File: config.mk
export PLATFORM = sky130hd
export DESIGN_NAME = prog_loader_flat
export DESIGN_NICKNAME = d
export VERILOG_FILES = /design/src/rtl/prog_loader_pkg.sv /design/src/rtl/prog_loader_if.sv /design/src/rtl/prog_loader_word_packer.sv /design/src/rtl/prog_loader.sv /design/src/flat_wrapper.sv
export SDC_FILE = /design/constraint.sdc
export NUM_CORES = 1
export LEC_CHECK = 0
export ABC_AREA = 1
export CAP_MARGIN = 5
export CORE_MARGIN = 2
export CORE_UTILIZATION = 52
export DETAILED_ROUTE_END_ITERATION = 10
export HOLD_SLACK_MARGIN = 0.02
export PLACE_DENSITY = 0.76
export SLEW_MARGIN = 20
export SYNTH_ARGS = -nofsm -noshare
export SYNTH_HDL_FRONTEND = slang
export SYNTH_SLANG_ARGS = --single-unit
File: constraint.sdc
create_clock -name clk -period 2.12 [get_ports clk]
set_clock_uncertainty 0.15 [all_clocks]
set_input_delay 0.424 -clock clk [delete_from_list [all_inputs] [get_ports clk]]
set_output_delay 0.424 -clock clk [all_outputs]
set_load 0.02 [all_outputs]
File: src/rtl/prog_loader_pkg.sv
`default_nettype none
// ============================================================================
// Module   : prog_loader_pkg
// Brief    : Shared types and constants for the byte-stream program loader.
// Revision : 1.0 - initial release
// ============================================================================
package prog_loader_pkg;

    typedef enum logic [2:0] {
        IDLE   = 3'd0,
        LEN_LO = 3'd1,
        LEN_HI = 3'd2,
        DATA   = 3'd3,
        CSUM   = 3'd4,
        RUN    = 3'd5,
        ERR    = 3'd6
    } loader_state_t;

    localparam logic [7:0] MAGIC = 8'hA5;

    localparam int LED_BUSY      = 0;
    localparam int LED_DONE      = 1;
    localparam int LED_ERROR     = 2;
    localparam int LED_HEARTBEAT = 3;

    // States between the magic byte and the checksum byte.
    function automatic logic in_frame(loader_state_t s);
        return s inside {LEN_LO, LEN_HI, DATA, CSUM};
    endfunction

endpackage
`default_nettype wire

File: src/rtl/prog_loader_if.sv
`default_nettype none
// ============================================================================
// Module   : prog_loader_if
// Brief    : Byte-source, RAM-write and status bundle of the program loader.
// Revision : 1.0 - initial release
// ============================================================================
interface prog_loader_if #(
    parameter int DATA_WIDTH = 32,
    parameter int ADDR_WIDTH = 14
);
    logic [7:0]            rx_data;
    logic                  rx_valid;
    logic                  rx_ready;
    logic                  mem_we;
    logic [ADDR_WIDTH-1:0] mem_addr;
    logic [DATA_WIDTH-1:0] mem_wdata;
    logic                  cpu_reset;
    logic [3:0]            led;

    modport master (
        output rx_data, rx_valid,
        input  rx_ready, mem_we, mem_addr, mem_wdata, cpu_reset, led
    );

    modport slave (
        input  rx_data, rx_valid,
        output rx_ready, mem_we, mem_addr, mem_wdata, cpu_reset, led
    );
endinterface
`default_nettype wire

File: src/rtl/prog_loader_word_packer.sv
`default_nettype none
// ============================================================================
// Module   : word_packer
// Brief    : Assembles little-endian bytes into a word and flags the last byte.
// Revision : 1.0 - initial release
// ============================================================================
module word_packer #(
    parameter int DATA_WIDTH = 32
) (
    input  wire logic                  clk,
    input  wire logic                  rst,
    input  wire logic                  i_clear,
    input  wire logic                  i_valid,
    input  wire logic [7:0]            i_byte,
    output logic                       o_last,
    output logic [DATA_WIDTH-1:0]      o_word
);
    localparam int c_BPW = DATA_WIDTH / 8;
    localparam int c_CW  = (c_BPW > 1) ? $clog2(c_BPW) : 1;

    logic [c_CW-1:0]       r_cnt;
    logic [DATA_WIDTH-1:0] r_word;

    assign o_last = (r_cnt == c_CW'(c_BPW - 1));

    // Bytes enter at the top and shift down, so the first byte ends at bit 0.
    generate
        if (c_BPW > 1) begin : g_shift
            assign o_word = {i_byte, r_word[DATA_WIDTH-1:8]};
        end else begin : g_single
            assign o_word = i_byte;
        end
    endgenerate

    always_ff @(posedge clk) begin
        if (rst || i_clear) begin
            r_cnt  <= '0;
            r_word <= '0;
        end else if (i_valid) begin
            r_word <= o_word;
            r_cnt  <= o_last ? '0 : r_cnt + c_CW'(1);
        end
    end
endmodule
`default_nettype wire

File: src/rtl/prog_loader.sv
`default_nettype none
// ============================================================================
// Module   : prog_loader
// Brief    : Framed, checksummed byte-stream RAM loader holding the CPU in reset.
// Revision : 1.0 - initial release
// ============================================================================
module prog_loader
    import prog_loader_pkg::*;
#(
    parameter int DATA_WIDTH     = 32,
    parameter int ADDR_WIDTH     = 14,
    parameter int BASE_ADDR      = 0,
    parameter int TIMEOUT_CYCLES = 1_000_000
) (
    input  wire logic     clk,
    input  wire logic     reset,
    prog_loader_if.slave  bus
);
    localparam logic [31:0] c_MAX_WORDS = 32'((1 << ADDR_WIDTH) - BASE_ADDR);

    loader_state_t         r_state;
    loader_state_t         w_state_next;
    logic [15:0]           r_len;
    logic [16:0]           r_idx;
    logic [7:0]            r_csum;
    logic [31:0]           r_idle;
    logic                  r_mem_we;
    logic [ADDR_WIDTH-1:0] r_mem_addr;
    logic [DATA_WIDTH-1:0] r_mem_wdata;
    logic                  r_cpu_reset;
    logic [3:0]            r_led;

    logic                  w_accept;
    logic                  w_frame_start;
    logic                  w_timeout;
    logic [15:0]           w_len;
    logic [7:0]            w_csum_next;
    logic                  w_pack_valid;
    logic                  w_pack_last;
    logic [DATA_WIDTH-1:0] w_pack_word;

    assign w_accept      = bus.rx_valid;
    assign w_len         = {bus.rx_data, r_len[7:0]};
    assign w_csum_next   = r_csum + bus.rx_data;
    assign w_frame_start = w_accept && (bus.rx_data == MAGIC)
                           && ((r_state == IDLE) || (r_state == ERR));
    assign w_pack_valid  = w_accept && (r_state == DATA);

    generate
        if (TIMEOUT_CYCLES > 0) begin : g_timeout
            assign w_timeout = in_frame(r_state) && !w_accept
                               && (r_idle == 32'(TIMEOUT_CYCLES - 1));
        end else begin : g_no_timeout
            assign w_timeout = 1'b0;
        end
    endgenerate

    word_packer #(
        .DATA_WIDTH (DATA_WIDTH)
    ) u_packer (
        .clk     (clk),
        .rst     (reset),
        .i_clear (w_frame_start),
        .i_valid (w_pack_valid),
        .i_byte  (bus.rx_data),
        .o_last  (w_pack_last),
        .o_word  (w_pack_word)
    );

    always_comb begin
        w_state_next = r_state;
        case (r_state)
            IDLE, ERR: if (w_frame_start) w_state_next = LEN_LO;
            LEN_LO:    if (w_accept) w_state_next = LEN_HI;
            LEN_HI: begin
                if (w_accept) begin
                    if (32'(w_len) > c_MAX_WORDS) w_state_next = ERR;
                    else if (w_len == 16'd0)      w_state_next = CSUM;
                    else                          w_state_next = DATA;
                end
            end
            DATA: begin
                if (w_accept && w_pack_last && (r_idx + 17'd1 == {1'b0, r_len}))
                    w_state_next = CSUM;
            end
            CSUM:    if (w_accept) w_state_next = (w_csum_next == 8'h00) ? RUN : ERR;
            RUN:     w_state_next = RUN;
            default: w_state_next = IDLE;
        endcase
        if (w_timeout) w_state_next = ERR;
    end

    always_ff @(posedge clk) begin
        if (reset) begin
            r_state     <= IDLE;
            r_len       <= '0;
            r_idx       <= '0;
            r_csum      <= '0;
            r_idle      <= '0;
            r_mem_we    <= 1'b0;
            r_mem_addr  <= '0;
            r_mem_wdata <= '0;
            r_cpu_reset <= 1'b1;
            r_led       <= 4'b0000;
        end else begin
            r_state  <= w_state_next;
            r_mem_we <= 1'b0;

            if (w_frame_start) begin
                r_idx  <= '0;
                r_csum <= '0;
            end else if (in_frame(r_state) && w_accept) begin
                r_csum <= w_csum_next;
            end

            if (w_accept && (r_state == LEN_LO)) r_len <= {8'h00, bus.rx_data};
            if (w_accept && (r_state == LEN_HI)) r_len <= w_len;

            if (w_pack_valid && w_pack_last) begin
                r_mem_we               <= 1'b1;
                r_mem_addr             <= ADDR_WIDTH'(BASE_ADDR) + ADDR_WIDTH'(r_idx);
                r_mem_wdata            <= w_pack_word;
                r_idx                  <= r_idx + 17'd1;
                r_led[LED_HEARTBEAT]   <= ~r_led[LED_HEARTBEAT];
            end

            if (!in_frame(r_state) || w_accept) r_idle <= '0;
            else                                r_idle <= r_idle + 32'd1;

            // Status flags follow the state being entered so they line up with it.
            r_cpu_reset      <= (w_state_next != RUN);
            r_led[LED_BUSY]  <= in_frame(w_state_next);
            r_led[LED_DONE]  <= (w_state_next == RUN);
            r_led[LED_ERROR] <= (w_state_next == ERR);
        end
    end

    assign bus.rx_ready  = 1'b1;
    assign bus.mem_we    = r_mem_we;
    assign bus.mem_addr  = r_mem_addr;
    assign bus.mem_wdata = r_mem_wdata;
    assign bus.cpu_reset = r_cpu_reset;
    assign bus.led       = r_led;
endmodule
`default_nettype wire

File: src/flat_wrapper.sv
// flat-port wrapper written by rule: the top's interface ports become plain ports
module prog_loader_flat import prog_loader_pkg::*;
#(
    parameter int DATA_WIDTH     = 32,
    parameter int ADDR_WIDTH     = 14,
    parameter int BASE_ADDR      = 0,
    parameter int TIMEOUT_CYCLES = 1_000_000
)
  (clk, reset, bus_rx_data, bus_rx_valid, bus_rx_ready, bus_mem_we, bus_mem_addr, bus_mem_wdata, bus_cpu_reset, bus_led);
  prog_loader_if #(.DATA_WIDTH(DATA_WIDTH), .ADDR_WIDTH(ADDR_WIDTH)) bus_i ();
  input  wire logic clk;
  input  wire logic reset;
  input wire logic [$bits(bus_i.rx_data)-1:0] bus_rx_data;
  input wire logic [$bits(bus_i.rx_valid)-1:0] bus_rx_valid;
  output wire logic [$bits(bus_i.rx_ready)-1:0] bus_rx_ready;
  output wire logic [$bits(bus_i.mem_we)-1:0] bus_mem_we;
  output wire logic [$bits(bus_i.mem_addr)-1:0] bus_mem_addr;
  output wire logic [$bits(bus_i.mem_wdata)-1:0] bus_mem_wdata;
  output wire logic [$bits(bus_i.cpu_reset)-1:0] bus_cpu_reset;
  output wire logic [$bits(bus_i.led)-1:0] bus_led;
  assign bus_i.rx_data = bus_rx_data;
  assign bus_i.rx_valid = bus_rx_valid;
  assign bus_rx_ready = bus_i.rx_ready;
  assign bus_mem_we = bus_i.mem_we;
  assign bus_mem_addr = bus_i.mem_addr;
  assign bus_mem_wdata = bus_i.mem_wdata;
  assign bus_cpu_reset = bus_i.cpu_reset;
  assign bus_led = bus_i.led;
  prog_loader #(.DATA_WIDTH(DATA_WIDTH), .ADDR_WIDTH(ADDR_WIDTH), .BASE_ADDR(BASE_ADDR), .TIMEOUT_CYCLES(TIMEOUT_CYCLES)) u_core (.clk(clk), .reset(reset), .bus(bus_i));
endmodule
Word-level counts from Yosys, hierarchy flattened
Index checks and enable logic that the tools add are counted.
{ "op_classes": {"order_cmp": 1, "bitwise": 2, "n_reduce_logical": 27, "n_eq_ne": 17, "shift": 0, "n_mul": 0, "addsub": 4, "n_div": 0, "muxes": 16} }
{ "op_table": {"columns": ["cell", "n"], "rows": [
  ["$mux 17", 2],
  ["$add 32x1->32 const B", 1],
  ["$eq 32x20->1 const B", 1],
  ["$mux 16", 2],
  ["$mux 3", 8],
  ["$eq 3x3->1 const B", 6],
  ["$pmux 3 s6", 1],
  ["$add 17x1->17 const B", 1],
  ["$eq 17x16->1", 1],
  ["$gt 16x15->1 const B", 1],
  ["$logic_not 16->1", 1],
  ["$eq 3x2->1 const B", 4],
  ["$logic_and 1x1->1", 11],
  ["$add 8x8->8", 1],
  ["$eq 8x8->1 const B", 1],
  ["$logic_not 8->1", 1],
  ["$reduce_bool 4->1", 2],
  ["$eq 3x1->1 const B", 2],
  ["$reduce_or 2->1", 3],
  ["$mux 2", 2],
  ["$reduce_bool 2->1", 2],
  ["$logic_not 3->1", 1],
  ["$logic_or 1x1->1", 3],
  ["$ne 3x3->1 const B", 1],
  ["6 further kinds", 8]
]} }
{ "word_totals": {"word_cells": 81, "ram_bits": 0, "latch_bits": 0, "input_bits": 11, "n_memories": 0, "rom_bits": 0, "ff_bits": 162, "out_inout_bits": 53} }

Logic depth before layout (Yosys ltp)
Gate-level depths: netlist of the first run.
{ "logic_depth": {"depth_word": 8, "depth_mapped": 17} }

By module
From an unflattened synthesis of the first run, not the netlist that was laid out.
{ "unflattened": {"cells_unflattened": 1086, "hier_area_um2": 7383.3} }
{ "by_module_without_submodules": {"columns": ["module", "n_inst", "area_each_um2", "seq_area_each_um2", "cells_each"], "rows": [
  ["prog_loader", 1, 6223.5, 2562.5, 912],
  ["word_packer", 1, 1159.9, 520.5, 174]
]} }

Least setup slack after synthesis of the first run
No wires, ideal clock.
{ "synth_path": {"kind": "input port to flip-flop", "start": "input port bus_rx_data[0]", "end": "register u_core.r_led[0] (netlist: u_core.bus.led[0])", "setup_time_ns": 0.118, "path_buffers": 0, "setup_slack_ns": -0.190, "stages": 13, "arrival_ns": 2.042, "t_required_ns": 1.852, "cell_sequence": "ha_1 -> fa_1 -> xor2_1 -> nor2_1 -> nand3_1 -> nor2_1 -> nand4_1 -> nand2_1 -> nand2_1 -> nand2_1 -> nand4_2 -> nor3_1 -> nor2_1"} }
{ "synth_via": {"elab_chain_len": 8, "word_cells_on_any_way": 20, "classes_between": "add/sub: 1; order compare: 1; eq/ne: 5; mux: 8; reduce/logical: 5"} }
{ "synth_rtl": {"columns": ["item", "line_no", "text"], "rows": [
  ["start, declared", "flat_wrapper.sv:13", "input wire logic [$bits(bus_i.rx_data)-1:0] bus_rx_data;"],
  ["$add 8x8->8 (tied with other cells)", "prog_loader.sv:44", "assign w_csum_next = r_csum + bus.rx_data;"],
  ["$logic_not 8->1 (tied with other cells)", "prog_loader.sv:86", "CSUM: if (w_accept) w_state_next = (w_csum_next == 8'h00) ? RUN : ERR;"],
  ["$mux 2 (tied with other cells)", "prog_loader.sv:86", null],
  ["$mux 3 (on tied branches)", "prog_loader.sv:86, prog_loader.sv:73, prog_loader.sv:76", null],
  ["$pmux 3 s6 (*)", "prog_loader.sv:72", "case (r_state)"],
  ["$mux 3 (*)", "prog_loader.sv:90", "if (w_timeout) w_state_next = ERR;"],
  ["$eq 3x1->1 (tied with other cells)", "prog_loader_pkg.sv:28", "return s inside {LEN_LO, LEN_HI, DATA, CSUM};"],
  ["$reduce_bool 4->1 (*)", "prog_loader_pkg.sv:28", null],
  ["end signal, assigned by index", "prog_loader.sv:124", "r_led[LED_HEARTBEAT] <= ~r_led[LED_HEARTBEAT];"],
  ["end signal, assigned by index", "prog_loader.sv:132", "r_led[LED_BUSY] <= in_frame(w_state_next);"],
  ["end signal, assigned by index", "prog_loader.sv:133", "r_led[LED_DONE] <= (w_state_next == RUN);"],
  ["end, declared", "prog_loader.sv:31", "logic [3:0] r_led;"]
]} }
Every way passes the cells marked *; elsewhere a longest branch is shown, timed or not.
A chain may end at the register's enable or synchronous reset.

Worst setup path in the final report of the first run
{ "layout_path": {"start": "register u_core.r_idx[0]", "end": "register u_core.r_led[0] (netlist: u_core.bus.led[0])"} }
{ "layout_via": {"elab_chain_len": 8, "word_cells_on_any_way": 11, "classes_between": "add/sub: 1; eq/ne: 5; mux: 3; reduce/logical: 2"} }
{ "layout_rtl": {"columns": ["item", "line_no", "text"], "rows": [
  ["start, declared", "prog_loader.sv:24", "logic [16:0] r_idx;"],
  ["start signal, assigned", "prog_loader.sv:123", "r_idx <= r_idx + 17'd1;"],
  ["$add 17x1->17 (*)", "prog_loader.sv:83", "if (w_accept && w_pack_last && (r_idx + 17'd1 == {1'b0, r_len}))"],
  ["$eq 17x16->1 (*)", "prog_loader.sv:83", null],
  ["$logic_and 1x1->1 (*)", "prog_loader.sv:83", null],
  ["$mux 3 (*)", "prog_loader.sv:83", null],
  ["$pmux 3 s6 (*)", "prog_loader.sv:72", null],
  ["$mux 3 (*)", "prog_loader.sv:90", null],
  ["$eq 3x1->1 (tied with other cells)", "prog_loader_pkg.sv:28", null],
  ["$reduce_bool 4->1 (*)", "prog_loader_pkg.sv:28", null]
]} }
Marked as above.

==> impl_metrics.ini, run 1 <==
[placement]
hpwl_um = 12890
placement.io_buffers = 62
dpl_cell_area_um2 = 8697
gp_congestion = 0.8784
dpl_worst_slack_ns = -0.8908

[routing]
routedLengthMet1_um = 8306
drc_errors = 0
wl_per_cell_um = 14.01
drt_iter0_drc = 582
via_count = 7235
met2_length_um = 9598
routed.top_layer = met4
vias_per_cell = 5.266
wl_met3_um = 1013
drt-pass1-iter-count = 5
final_antenna_net_count = 0
totalWireLength_um = 19250

[floorplanning]
fp.dieW_um = 121.2
ioPinCount = 64
die_y_um = 121.2
initial_core_util_pct = 53.52
die_area_um2 = 14690
core_area_um2 = 13350
row_count = 42

[clock_network]
cts-htree-levels = 4
numCtsBuffers = 17
cts_num_sinks = 154
cts_hold_buf = 0
clk_latency_ns = 0.43
clk_pin_slew_worst_paths_ns = 0.06
cts_tree = yes
ctsRootBufferMaster = clkbuf_16
clockBufferDepth = 2

[worst_setup_path]
critical_path_required_ns = 2.30
cp_max_fo = 6
timing.critical_path.mode_cell = nor2_1
cp_num_cells = 15
critical_path.top_delay_family = simple AND/OR/NAND/NOR gates
path_class = flop to flop
cp_num_buf_inv = 1
worst_setup_path_start_kind = flop
max_stage_delay_ns = 0.37
critPathCaptureType = flop
crit_slowest_cell = dfxtp_2
cp_cell_sequence = ha_4 > nand2_4 > nor2_4 > buf_4 > nand3_1 > nand3b_1 > nand2_1 > nor2_1 > nand2_1 > nor2_1 > nand3_1 > nand2_2 > nand4_4 > nor3_2 > nor2_1
reg2regPathDepth = 15
worstPathArrival_ns = 2.50

[pwr]
p_leak_nw = 3.901
irDropWorstVdd_mv = 0.8556
p_per_area_nw_per_um2 = 787.1

[cells_and_area]
synthToLayoutAreaGrowth_pct = 36.99
nets = 1208
stdcell_area_um2 = 9787
drive_above_1_share_pct = 21.20
antenna_cells = 0

[logic_synthesis]
ys_seq_area_share_pct = 43.15
synth-main-ff-cell = dfxtp_1
synth_seq_cells = 154
yosys_warnings = 0
syn_inst = 1020
ys_types = 45
syn_nets = 1042
avgSynthCellArea_um2 = 7.004
postSynth.asyncResetShare_pct = 0
syn-cell-area_um2 = 7144
synth_edf_count = 0

[sta]
period_share_pct = 109.8
final_hold_viol_count = 0
final-setup-viol-count = 8
slew-limit-headroom_pct = 66.31
setup_ws_ns = -0.2073
slew_viol_final = 0
min_period_ns = 2.327
fmax_mhz = 429.7
rsz0062_at_grt = true
tightest_slew_ns = 0.5036

[grt]
grt_pass1_vias = 6684
grt_pass1_wl_um = 31030
overflow = 0
grt_max_degree = 27
grtUsageTotal_pct = 26.37
antenna_found_initial = 0

[hold_path]
hold_class = primary input to flop
holdPathStages = 2

[flow_run]
cap_viol_max_count = 0

[status]
outcome = complete, but fails checks
failed_checks = setup timing
[repair_timing]
item,in CTS,in global routing
endpoints found under the setup margin,10,67
setup buffers,8,11
gates resized for setup,25,62
pin swaps,20,23
[area by class of cell]
type / instances / area [µm²]
flip-flops and latches: 154 / 3102
well taps: 176 / 220.2
clock buffers: 19 / 452.9
fillers: 1022 / 3561
repair buffers: 184 / 1629
multi-input cells: 721 / 3811
clock inverters: 12 / 163.9
inverters: 108 / 407.9
[path summary, 6_finish.rpt]
check | startpoint | endpoint | slack [ns]
worst min register to register | u_core.u_packer.r_word[8] | u_core.u_packer.r_word[8] | 0.31
worst min-delay path | reset | u_core.r_state[0] | 0.16
worst max register to register | u_core.r_idx[0] | u_core.bus.led[0] | -0.21
worst max-delay path | u_core.r_idx[0] | u_core.bus.led[0] | -0.21
[logic make-up (layout without fill, tap and decap cells)]
| kind of cell | count (synthesis) | count (layout) | synth area share [%] |
|---|---|---|---|
| other cells | 1 | 1 | 0.05249 |
| flops | 154 | 154 | 43.15 |
| fa+ha+maj | 11 | 11 | 2.032 |
| buf+inv | 145 | 323 | 7.968 |
| simple gates | 507 | 507 | 31.49 |
| xor+xnor | 13 | 13 | 1.594 |
| compound gates | 189 | 189 | 13.71 |
[power by group]
group | total (mW) | internal, mW | switching [mW]
registers | 3.11 | 3.00 | 0.109
clock network | 3.21 | 1.93 | 1.28
logic | 1.39 | 0.620 | 0.765
[flip-flops by register name, indices dropped and copies added, names as in the netlist]
| register | count |
|---|---|
| u_core.bus.mem_addr | 14 |
| u_core.r_state | 3 |
| u_core.bus.led | 4 |
| u_core.r_idle | 32 |
| u_core.bus.cpu_reset | 1 |
| u_core.u_packer.r_word | 24 |
| u_core.r_csum | 8 |
| u_core.bus.mem_wdata | 32 |
| u_core.r_len | 16 |
| u_core.u_packer.r_cnt | 2 |
| u_core.r_idx | 17 |
| u_core.bus.mem_we | 1 |
[worst reg2reg max path, delay by kind of cell, from the launching register on]
kind | cells | cell delay (ns)
adder cells (fa/ha/maj) | 1 | 0.17
AND/OR/NAND/NOR | 13 | 1.38
buffers and inverters | 1 | 0.16
flip-flops | 1 | 0.37
[layer usage]
layer | track usage [%] | up-vias
met5 | 0 | -
met3 | 6.015 | 33
met1 | 33.44 | 3364
li1 | - | 3643
met2 | 44.14 | 195
met4 | 9.124 | 0
[cells in the mapped netlist (7+ instances only)]
cell type	n	share of area, %
dfxtp_1	154	43
nor4_1	7	0.61
nand2_2	7	0.61
ha_1	10	1.8
nand4_1	21	1.8
nand3_1	64	4.5
clkbuf_1	22	1.2
nor3_1	16	1.1
nor2_2	7	0.61
inv_1	101	5.3
nand2_1	276	15
buf_2	11	0.77
o21ai_0	56	3.9
nor2_1	83	4.4
a21oi_1	119	8.3
xor2_1	10	1.2
[per-stage QoR]
step	power, mW	hold WS (ns)	cells	setup TNS, ns	util [%]
global route	7.987	0.1692	1374	-2.707	73.32
finish	7.703	0.1583	1374	-0.8372	73.32
floorplan	3.911	0.2679	1020	-0.1940	-
CTS	7.621	0.1400	1363	-0.6835	70.92
detailed placement	4.378	0.2848	1324	-27.59	65.16
global placement	4.355	0.2793	1324	-25.09	65.16
[placed cells by master (no fill, tap or decap), drive strengths merged]
cell type,instances
a21o,2
a21oi,119
a22o,1
a22oi,1
a31oi,2
a32o,1
and2,1
buf,123
bufinv,3
clkbuf,19
clkdlybuf4s50,57
clkinv,6
conb,1
dfxtp,154
dlygate4sd2,3
dlymetal6s2s,1
fa,1
ha,10
inv,111
nand2,284
nand3,66
nand3b,4
nand4,22
nor2,94
nor3,20
nor3b,2
nor4,8
o211ai,2
o21a,1
o21ai,58
o21bai,1
o22ai,1
or2,6
xnor2,3
xor2,10
Note: power is estimated with default switching activity, not from simulation.
==> run 2, diff against run 1 <==
--- a/config.mk
+++ b/config.mk
@@ -12,7 +12,6 @@
 export DETAILED_ROUTE_END_ITERATION = 10
 export HOLD_SLACK_MARGIN = 0.02
 export PLACE_DENSITY = 0.76
-export SLEW_MARGIN = 20
 export SYNTH_ARGS = -nofsm -noshare
 export SYNTH_HDL_FRONTEND = slang
 export SYNTH_SLANG_ARGS = --single-unit
==> results of run 2 <==
The final DEF is identical to that of run 1; final timing and power are the same.
==> edit: new RTL, config.mk and constraints of run 1 <==
`ADDR_WIDTH` is set to 14 in 3 places; all go to 13.
--- a/src/rtl/prog_loader_if.sv
+++ b/src/rtl/prog_loader_if.sv
@@ -8,3 +8,3 @@
     parameter int DATA_WIDTH = 32,
-    parameter int ADDR_WIDTH = 14
+    parameter int ADDR_WIDTH = 13
 );
--- a/src/rtl/prog_loader.sv
+++ b/src/rtl/prog_loader.sv
@@ -10,3 +10,3 @@
     parameter int DATA_WIDTH     = 32,
-    parameter int ADDR_WIDTH     = 14,
+    parameter int ADDR_WIDTH     = 13,
     parameter int BASE_ADDR      = 0,
--- a/src/flat_wrapper.sv
+++ b/src/flat_wrapper.sv
@@ -4,3 +4,3 @@
     parameter int DATA_WIDTH     = 32,
-    parameter int ADDR_WIDTH     = 14,
+    parameter int ADDR_WIDTH     = 13,
     parameter int BASE_ADDR      = 0,
Interface: changed (resized bus_mem_addr); port bits go from 64 to 63. The function was not compared with the original's and may differ.
==> edit against run 1 <==
- the flow still finishes with violations (setup timing)
- final area is 2.8% lower
- non-clock buffer count is 18 lower
- area after synthesis is 1.1% lower
- die area is 1.1% lower
- sequential cell count is 1 lower
- sequential power is 2% lower
- routed wire length is 5.0% lower
- power is 8.2% lower
- setup slack worse by 0.059 ns
- count of clock-buffer cells in the layout stayed put
- sequential share of layout area is 0.78 points higher
- largest power group is now sequential cells
- highest routed layer unchanged
==> edit: results (changes against run 1) <==
Status
  • Outcome: finished with violations
  • Failing checks: setup timing

Synthesis
  • Synth top cells by count: 287 x nand2_1, 153 x dfxtp_1, 119 x a21oi_1
  • Syn Nets: 1031 (-1.1%)
  • Sequential-to-total area share from yosys stat: 0.433 (+0.00190)
  • Synth area leaders: dfxtp_1 43%, nand2_1 15%, a21oi_1 8.4%, inv_1 5.2%, nor2_1 4.8%
  • Unique masters post-synth: 44 (-2.2%)

Global route
  • Largest net degree at the start of global routing: 55 (+100%)
  • Global-route met2 utilization: 0.409 (-0.0325)
  • Met3 Use GR: 0.0434 (-0.0168)
  • Met1 global-route usage: 0.348 (+0.0136)
  • Vias in the first global route: 6570 (-1.7%)
  • GRT Overall Usage: 0.258 (-0.00600)
  • First-pass GRT wire length: 30200 µm (-2.5%)

Detailed routing
  • Drt wl/cell: 13.6 µm (-3.1%)
  • DR vias/cell: 5.24 (-0.42%)
  • 1st-iter DRT viols: 561 (-3.6%)

Setup path
  • Max Fanout on Critical Path: 4 (-2)
  • R2r worst-path depth: 15 (unchanged)
  • Crit-path most repeated cell: nand2_1
  • Worst reg2reg path startpoint: u_core.r_idx[0]$_SDFFE_PP0P_

STA
  • Worst-Margin Slew: 0.520 ns (+0.0165 ns)
  • Hold slack: 0.277 ns (+0.119 ns)
  • Worst setup margin: -0.266 ns (-0.0590 ns)
  • Final setup viols: 8 (unchanged)
  • Setup TNS: -1.06 ns (-0.223 ns)

Clock network
  • CTS H-tree depth: 4 (unchanged)
  • Clock Tree Buf Depth: 2 (unchanged)

Min path
  • Worst Hold Endpoint: u_core.r_idx[16]$_SDFFE_PP0P_
  • Worst Hold Class: in -> reg

Finish
  • ANT cells: 0 (unchanged)
  • Share of cells above drive strength 1: 0.203 (-0.00877)
  • Nets: 1180 (-2.3%)

Placement
  • Port bufs: 61 (-1.6%)
  • Placer congestion estimate: 0.870 (-0.99%)
  • DP Wirelength: 12600 µm (-2.4%)

Power and ir drop
  • Pleak: 3.71 nW (-4.9%)
  • Worst VDD drop: 0.000637 V (-26%)
## edit: timing repair
action | CTS | global route
setup endpoints to repair | 11 | 95
pin swaps | 13 | 22
buffers inserted | 2 | 2
gates resized for setup | 28 | 71
endpoints found under the hold margin | 0 | 0
## edit: worst max path at each step
| stage | end | slack [ns] | depth (start not counted) | from |
|---|---|---|---|---|
| 3_3_place_gp | u_core.bus.led[0]$_SDFF_PP0_ | -0.82 | 16 | bus_rx_data[0] |
| 6_report | u_core.bus.led[0]$_SDFF_PP0_ | -0.27 | 15 | u_core.r_idx[0]$_SDFFE_PP0P_ |
| 4_1_cts | u_core.bus.led[0]$_SDFF_PP0_ | -0.25 | 15 | u_core.r_csum[0]$_SDFFE_PP0P_ |
| 3_5_place_dp | u_core.bus.led[0]$_SDFF_PP0_ | -0.85 | 16 | bus_rx_data[0] |
| 2_1_floorplan | u_core.bus.led[0]$_SDFF_PP0_ | -0.09 | 14 | bus_rx_data[0] |
| 5_1_grt | u_core.bus.led[0]$_SDFF_PP0_ | -0.43 | 17 | bus_rx_data[3] |
## edit: layer usage
metal	up-vias	wire [µm]	share of wire
met5	-	0	0
met4	0	452	0.025
met1	3259	8320	0.45
met2	192	8620	0.47
met3	35	902	0.049
li1	3577	-	-
## edit: kinds of logic (layout without fill, tap and decap cells)
logic type	after synthesis	after routing	share of synthesized area
AND/OR/NAND/NOR	504	504	0.311
flip-flops	153	153	0.433
buffers and inverters	139	301	0.0767
adder cells (fa/ha/maj)	11	11	0.0205
AO/OA/AOI/OAI	190	190	0.140
other	1	1	0.000531
XOR/XNOR	11	11	0.0175
## edit: through the flow
step / cells / power, mW / worst slack [ns] / util / instance area [µm²]
3_5_place_dp: 1311 / 4.18 / -0.845 / 0.648 / 8580
3_3_place_gp: 1311 / 4.16 / -0.816 / 0.648 / 8580
5_1_grt: 1347 / 7.39 / -0.435 / 0.718 / 9510
4_1_cts: 1345 / 7.00 / -0.249 / 0.696 / 9220
2_1_floorplan: 1009 / 3.75 / -0.0899 / - / 7090
6_report: 1347 / 7.07 / -0.266 / 0.718 / 9510
## edit: area by class of cell
cell class / instances / area [µm²]
inverter: 103 / 387
timing repair buffer: 166 / 1480
tap: 176 / 220
sequential: 153 / 3090
fill: 1065 / 3730
clock inverter: 13 / 108
clock buffer: 19 / 433
multi-input combinational: 717 / 3800
## edit: report_power, final
group	internal [mW]	switching (mW)	leakage, nW
clock network	1.52	1.28	0.248
logic	0.560	0.640	2.22
registers	2.96	0.0993	1.24
